`config.mk`:
```
export PLATFORM = sky130hd
export DESIGN_NAME = serial_adder_flat
export DESIGN_NICKNAME = d
export VERILOG_FILES = /design/src/rtl/serial_adder_if.sv /design/src/rtl/serial_adder.sv /design/src/flat_wrapper.sv
export SDC_FILE = /design/constraint.sdc
export NUM_CORES = 1
export LEC_CHECK = 0
export ABC_AREA = 1
export ABC_CLOCK_PERIOD_IN_PS = 2700
export BUFFER_PORTS_ARGS = -buffer_cell sky130_fd_sc_hd__buf_2
export CORE_UTILIZATION = 50
export CTS_CLUSTER_DIAMETER = 30
export DETAILED_ROUTE_END_ITERATION = 10
export PLACE_DENSITY_LB_ADDON = 0.05
export SLEW_MARGIN = 40
export SYNTH_ARGS = -nofsm -noshare
export SYNTH_HDL_FRONTEND = slang
export SYNTH_SLANG_ARGS = --single-unit
```
`constraint.sdc`:
```
create_clock -name clock -period 2.7 [get_ports clock]
set_clock_uncertainty 0.15 [all_clocks]
set_input_delay 0.135 -clock clock [delete_from_list [all_inputs] [get_ports clock]]
set_output_delay 0.135 -clock clock [all_outputs]
set_load 0.01 [all_outputs]
```
`src/rtl/serial_adder_if.sv`:
```
// rtl/serial_adder_if.sv - operand/result handshake bundle for the bit-serial adder
interface serial_adder_if #(
  parameter int WIDTH = 16
);
  logic             start;
  logic [WIDTH-1:0] a;
  logic [WIDTH-1:0] b;
  logic             cin;
  logic             sub;
  logic             busy;
  logic             done;
  logic [WIDTH-1:0] sum;
  logic             cout;
  logic             overflow;

  modport master (
    output start, a, b, cin, sub,
    input  busy, done, sum, cout, overflow
  );

  modport slave (
    input  start, a, b, cin, sub,
    output busy, done, sum, cout, overflow
  );
endinterface

```
`src/rtl/serial_adder.sv`:
```
// rtl/serial_adder.sv - bit-serial adder/subtractor, one full-adder cell, LSB first over WIDTH cycles
module serial_adder #(
  parameter int WIDTH = 16
) (
  input  logic          clock,
  input  logic          reset,
  serial_adder_if.slave bus
);
  localparam int CW = $clog2(WIDTH);

  typedef enum logic [1:0] {IDLE, RUN, DONE} state_e;

  state_e           state_q, state_d;
  logic [WIDTH-1:0] a_q, a_d, b_q, b_d, res_q, res_d, sum_q, sum_d;
  logic [CW-1:0]    cnt_q, cnt_d;
  logic             c_q, c_d, cout_q, cout_d, ovf_q, ovf_d;
  logic             accept, last_bit, s_bit, c_next;

  assign accept   = bus.start && (state_q != RUN);
  assign last_bit = (state_q == RUN) && (cnt_q == CW'(WIDTH - 1));
  assign s_bit    = a_q[0] ^ b_q[0] ^ c_q;
  assign c_next   = (a_q[0] & b_q[0]) | (a_q[0] & c_q) | (b_q[0] & c_q);

  always_ff @(posedge clock or posedge reset) begin
    if (reset) state_q <= IDLE;
    else       state_q <= state_d;
  end

  always_comb begin
    state_d = state_q;
    case (state_q)
      IDLE:    if (bus.start) state_d = RUN;
      RUN:     if (last_bit)  state_d = DONE;
      DONE:    state_d = bus.start ? RUN : IDLE;
      default: state_d = IDLE;
    endcase
  end

  always_comb begin
    bus.busy     = (state_q == RUN);
    bus.done     = (state_q == DONE);
    bus.sum      = sum_q;
    bus.cout     = cout_q;
    bus.overflow = ovf_q;
  end

  // Subtraction is a + ~b + ~cin, so the inversion happens once at load time.
  always_comb begin
    a_d    = a_q;
    b_d    = b_q;
    c_d    = c_q;
    res_d  = res_q;
    cnt_d  = cnt_q;
    sum_d  = sum_q;
    cout_d = cout_q;
    ovf_d  = ovf_q;
    if (accept) begin
      a_d   = bus.a;
      b_d   = bus.sub ? ~bus.b : bus.b;
      c_d   = bus.sub ? ~bus.cin : bus.cin;
      cnt_d = '0;
    end else if (state_q == RUN) begin
      a_d   = {1'b0, a_q[WIDTH-1:1]};
      b_d   = {1'b0, b_q[WIDTH-1:1]};
      c_d   = c_next;
      res_d = {s_bit, res_q[WIDTH-1:1]};
      cnt_d = cnt_q + CW'(1);
      if (last_bit) begin
        sum_d  = {s_bit, res_q[WIDTH-1:1]};
        cout_d = c_next;
        ovf_d  = c_q ^ c_next;
        cnt_d  = '0;
      end
    end
  end

  always_ff @(posedge clock or posedge reset) begin
    if (reset) begin
      a_q    <= '0;
      b_q    <= '0;
      c_q    <= 1'b0;
      res_q  <= '0;
      cnt_q  <= '0;
      sum_q  <= '0;
      cout_q <= 1'b0;
      ovf_q  <= 1'b0;
    end else begin
      a_q    <= a_d;
      b_q    <= b_d;
      c_q    <= c_d;
      res_q  <= res_d;
      cnt_q  <= cnt_d;
      sum_q  <= sum_d;
      cout_q <= cout_d;
      ovf_q  <= ovf_d;
    end
  end
endmodule
```
`src/flat_wrapper.sv`:
```
// flat-port wrapper written by rule: the top's interface ports become plain ports
module serial_adder_flat 
#(
  parameter int WIDTH = 16
)
  (clock, reset, bus_start, bus_a, bus_b, bus_cin, bus_sub, bus_busy, bus_done, bus_sum, bus_cout, bus_overflow);
  serial_adder_if #(.WIDTH(WIDTH)) bus_i ();
  input  logic clock;
  input  logic reset;
  input wire logic [$bits(bus_i.start)-1:0] bus_start;
  input wire logic [$bits(bus_i.a)-1:0] bus_a;
  input wire logic [$bits(bus_i.b)-1:0] bus_b;
  input wire logic [$bits(bus_i.cin)-1:0] bus_cin;
  input wire logic [$bits(bus_i.sub)-1:0] bus_sub;
  output wire logic [$bits(bus_i.busy)-1:0] bus_busy;
  output wire logic [$bits(bus_i.done)-1:0] bus_done;
  output wire logic [$bits(bus_i.sum)-1:0] bus_sum;
  output wire logic [$bits(bus_i.cout)-1:0] bus_cout;
  output wire logic [$bits(bus_i.overflow)-1:0] bus_overflow;
  assign bus_i.start = bus_start;
  assign bus_i.a = bus_a;
  assign bus_i.b = bus_b;
  assign bus_i.cin = bus_cin;
  assign bus_i.sub = bus_sub;
  assign bus_busy = bus_i.busy;
  assign bus_done = bus_i.done;
  assign bus_sum = bus_i.sum;
  assign bus_cout = bus_i.cout;
  assign bus_overflow = bus_i.overflow;
  serial_adder #(.WIDTH(WIDTH)) u_core (.clock(clock), .reset(reset), .bus(bus_i));
endmodule
```
; Word level (Yosys, flattened, before mapping)
; Cells that the tools add are included.
[word_totals]
register_bits = 73
inputBits = 37
output_inout_bits = 20
wordCells = 49
[op_classes]
addsub = 1
eq_ne = 6
mux = 15
bitwise = 11
n_reduce_logical = 7
[op_table]
columns = op, count
row1 = 2-to-1 mux 16 bit, 5
row2 = inverter 16 bit, 1
row3 = 2-to-1 mux 4 bit, 3
row4 = one-hot mux 2 bit (3 select lines), 1
row5 = "adder 4 x 1 -> 4 bit, second input constant", 1
row6 = "equality test 4 bit, second input constant", 1
row7 = 2-to-1 mux 1 bit, 4
row8 = 2-to-1 mux 2 bit, 2
row9 = "!= test 2 x 1 -> 1 bit, second input constant", 2
row10 = AND reduction 2 bit, 2
row11 = bitwise AND 1 bit, 3
row12 = AND reduction 3 bit, 1
row13 = bitwise XOR 1 bit, 3
row14 = "equality test 2 x 1 -> 1 bit, second input constant", 1
row15 = "equality test 2 bit, second input constant", 1
row16 = logical AND 1 bit, 2
row17 = zero test 2 bit, 1
row18 = "!= test 2 bit, second input constant", 1
row19 = inverter 1 bit, 2
row20 = bitwise OR 1 bit, 2
row21 = nonzero test 2 bit, 1

; Depth between registers and ports, before layout
[logic_depth]
word_depth = 5
ltp_mapped = 7
mapped_depth_nobuf = 6

; Least setup slack after synthesis
; OpenSTA, ideal clock, no wires.
[synth_timing]
path_type = register to register
from = register u_core.cnt_q[0]
to = register u_core.cnt_q[3]
setup_ps = 65
arrival_time_ps = 1255
t_required_ps = 2485
path_slack_ps = 1230
path_stages_with_launch = 8
n_path_buf = 1
synth_period_minus_slack_ps = 1470
path_cell_list = dfrtp_1 -> ha_1 -> nand3_1 -> clkbuf_1 -> nand2_2 -> clkinv_1 -> nand3_1 -> nand2_1
[synth_via]
elab_chain_cells = 5
word_cells_on_any_way = 6
classes_between = add/sub (1) / eq/ne (1) / mux (3) / reduce/logical (1)
[synth_lines]
columns = element, line_no
row1 = "start, declared", serial_adder.sv:15  ; logic [CW-1:0] cnt_q, cnt_d;
row2 = "start signal, assigned", serial_adder.sv:92  ; cnt_q <= cnt_d;
row3 = "parallel branches: the longest is 2 deep, another holds adder 4 x 1 -> 4 bit", n/a
row4 = 2-to-1 mux 4 bit (*), serial_adder.sv:68  ; if (last_bit) begin
row5 = 2-to-1 mux 4 bit (*), serial_adder.sv:62  ; end else if (state_q == RUN) begin
row6 = 2-to-1 mux 4 bit (*), serial_adder.sv:57  ; if (accept) begin
; Every way passes the cells marked *. The select of a mux whose other input is x is not followed.
; A chain may end at the register's enable or synchronous reset.

; Worst setup path in the final report
[layout_timing]
from = register u_core.state_q[0]
to = output bus_busy
[layout_via]
elab_chain_cells = 1
[layout_lines]
columns = element, line_no
row1 = "start, declared", serial_adder.sv:13  ; state_e state_q, state_d;
row2 = "start signal, assigned", serial_adder.sv:26  ; else state_q <= state_d;
row3 = equality test 2 x 1 -> 1 bit, serial_adder.sv:40  ; bus.busy = (state_q == RUN);
row4 = "end, declared", flat_wrapper.sv:15  ; output wire logic [$bits(bus_i.busy)-1:0] bus_busy;
; No other way between the ends.

==> metrics.md <==
| Metric | Value |
|---|---|
| Most frequent cells in the layout | `nand2_1, dfrtp_1, buf_2` |
| CP startpoint kind | `flop` |
| Initial core utilization | `a little over half` |
| Fin crit period | `approximately 1.9 ns` |
| Flops & latches, synth | `between 70 and 80` |
| Root buf cell | `clkbuf_8` |
| Antenna violations before repair | `0` |
| Setup TNS | `0 ns` |
| DR vias | `approximately 2.6k` |
| Worst-margin pin slew | `roughly 0.79 ns` |
| Critical path's top delay family | `buffers and inverters` |
| Max-slew violation count | `0` |
| Final Core Density | `approximately 67%` |
| Register area share after synthesis | `56.80%` |
| Initial DRT Pass Iterations | `4` |
| Synth Instances | `roughly 370` |
| Critical path's slowest cell | `buf_4` |
| Fin crit share | `69.65%` |
| Worst-Skew Late Latency | `~0.33 ns` |
| CTS tree | `done` |
| Post-DP HPWL | `roughly 3800 um` |
| WL/cell | `approximately 12 um` |
| CTS Buf Count | `9` |
| Ant diodes | `0` |
| Buf/Inv on CP | `3` |
| Routed wire length | `6353 um` |
| Achievable Freq | `531.8 MHz` |
| Gr usage total | `a little over a fifth` |
| Setup ws final | `~0.8 ns` |
| Final instance area | `0.004030 mm2` |
| Fillers | `between 500 and 600` |
| Port Buffer Count | `between 50 and 60` |
| Critical Path Max Stage Delay | `between 0.4 and 0.5 ns` |
| DIE AREA | `~0.0067 mm2` |
| Leakage | `roughly 2.1 nW` |
| Placed cells | `485` |
| CTS resizes | `0` |
| Placement Rows | `28` |
| Status | `completed` |
| Remaining global-route overflow | `0` |
| Slew HR | `around 47%` |
| Critical path fanouts, max | `50` |
| Hold Slack | `between 0.2 and 0.3 ns` |
| Critical Path RT | `around 2.4 ns` |
| Most common cell after layout, fill and taps aside | `nand2_1` |
| Layout cells sized above 1 | `~18%` |
| Maximum VDD drop | `roughly 0.49 mV` |
| Min-Delay Path Class | `primary input to asynchronous set/reset pin` |
| Post-CTS Setup Bufs | `0` |
| RSZ-0062 raised after global routing | `no` |
| Die extent in y | `about 82 um` |
| Fin nets | `about 500` |
| Net Count, Synth | `408` |
| Post-synth cell types | `21` |
| Clock transition at path regs | `around 0.07 ns` |
| Final setup viols | `0` |
| CP endpoint kind | `output pin` |
| Placed cell area | `between 0.003 and 0.004 mm2` |
| Post-route ant nets | `0` |
| First-pass GRT wire length | `10,960 um` |
| Die width | `between 80 and 90 um` |
| Mean area per synthesized cell | `about 8.6 um2` |
| Max Cap Viol | `0` |
| Post-Place Setup Slack | `roughly 1 ns` |
| CTS Sinks | `72` |
| Fin cells | `around 540` |
| WP data arrival | `between 1.5 and 2 ns` |
| Overall power | `around 4.0 mW` |
| Layout area overhead | `27.06%` |
| Clock Tree Buf Depth | `2` |
| IO Count | `57` |
| Worst setup path class | `flop to output pin` |
| CP cell instances | `inv_2 > nor2_4 > buf_4 > buf_2` |
| GPL Wtd Cong | `0.7296` |
| Initial DRC Count | `between 100 and 150` |
| Post-Synthesis Cell Area | `about 0.0032 mm2` |
| Final hold vios | `0` |
| Drt drc | `0` |
| Largest net degree at the start of global routing | `51` |
| Via/cell ratio | `roughly 4.8` |
| Core Area | `about 0.0060 mm2` |
| H-tree depth | `3` |
| Yosys warns | `0` |
| Pwr dens | `roughly 1000 mW/mm2` |
| Number of global-route vias before repair | `~2.5k` |
where the power goes:
group / total (mW) / leakage, nW / internal (mW) / switching (mW)
Sequential: 1.82 / 0.921 / 1.54 / 0.276
Clock: 0.851 / 0.103 / 0.476 / 0.376
Combinational: 1.34 / 1.08 / 0.514 / 0.830
worst paths after layout:
check,slack (ns),cells after the start,endpoint,start
max,0.82,4,bus_busy,u_core.state_q[0]
min,0.25,3,u_core.a_q[11],reset
max reg2reg,1.00,7,u_core.cnt_q[3],u_core.cnt_q[0]
min reg2reg,0.33,2,u_core.res_q[1],u_core.res_q[1]
max in group asynchronous,1.50,4,u_core.a_q[0],reset
min in group clock,0.25,4,u_core.b_q[3],bus_sub
repair_timing:
item | CTS | global route
endpoints found under the setup margin | 0 | 0
hold buffers | 35 | 0
endpoints found under the hold margin | 61 | 0
area by class of cell:
class                           count  area, um2  share of cell area, %
Clock buffer                       13      158.9                  3.943
Sequential cell                    72       1802                  44.71
Timing Repair Buffer               95      673.1                  16.70
Tap cell                           75      93.84                  2.328
Inverter                            8      30.03                 0.7451
Multi-Input combinational cell    270       1232                  30.58
Clock inverter                      3      40.04                 0.9935
metal layers:
| layer | global-route usage, % | wire length [um] |
|---|---|---|
| met5 | 0 | 0 |
| met4 | 10.18 | 98 |
| met3 | 4.111 | 212 |
| met2 | 38.17 | 3120 |
| met1 | 26.07 | 2921 |
cell families after synthesis:
| logic type | share of synthesized area [%] |
|---|---|
| simple gates | 28.91 |
| flops | 56.80 |
| fa+ha+maj | 1.026 |
| buf+inv | 4.339 |
| xor+xnor | 4.970 |
| compound gates | 3.945 |
worst min-delay path, delay by kind of cell:
family / cells / cell delay [ns]
buffers and inverters: 3 / 1.08
Yosys cell counts:
cell type  count  area, um2
buf_4          6      45.04
clkbuf_1       2      7.510
xor2_1        17      148.9
o21ai_1        2      10.01
buf_2         10      50.05
clkinv_1       1      3.750
nor2_4         3      33.78
inv_2          3      11.26
nand3_1       34      170.2
clkbuf_2       1      5.000
nand2_2        2      12.51
nand2_1      184      690.7
fa_1           1      20.02
a21oi_1        1      5.000
inv_1          4      15.01
xnor2_1        1      8.760
dfrtp_1       72       1802
ha_1           1      12.51
nand4_1        1      6.260
nor2_1         1      3.750
o21ai_0       22      110.1
state kept, by name, indices dropped and copies added, names as in the netlist:
name	cells
u_core.a_q	16
u_core.b_q	16
u_core.bus.cout	1
u_core.bus.overflow	1
u_core.bus.sum	16
u_core.c_q	1
u_core.cnt_q	4
u_core.res_q	15
u_core.state_q	2
Power figures use the tool's default switching activity.
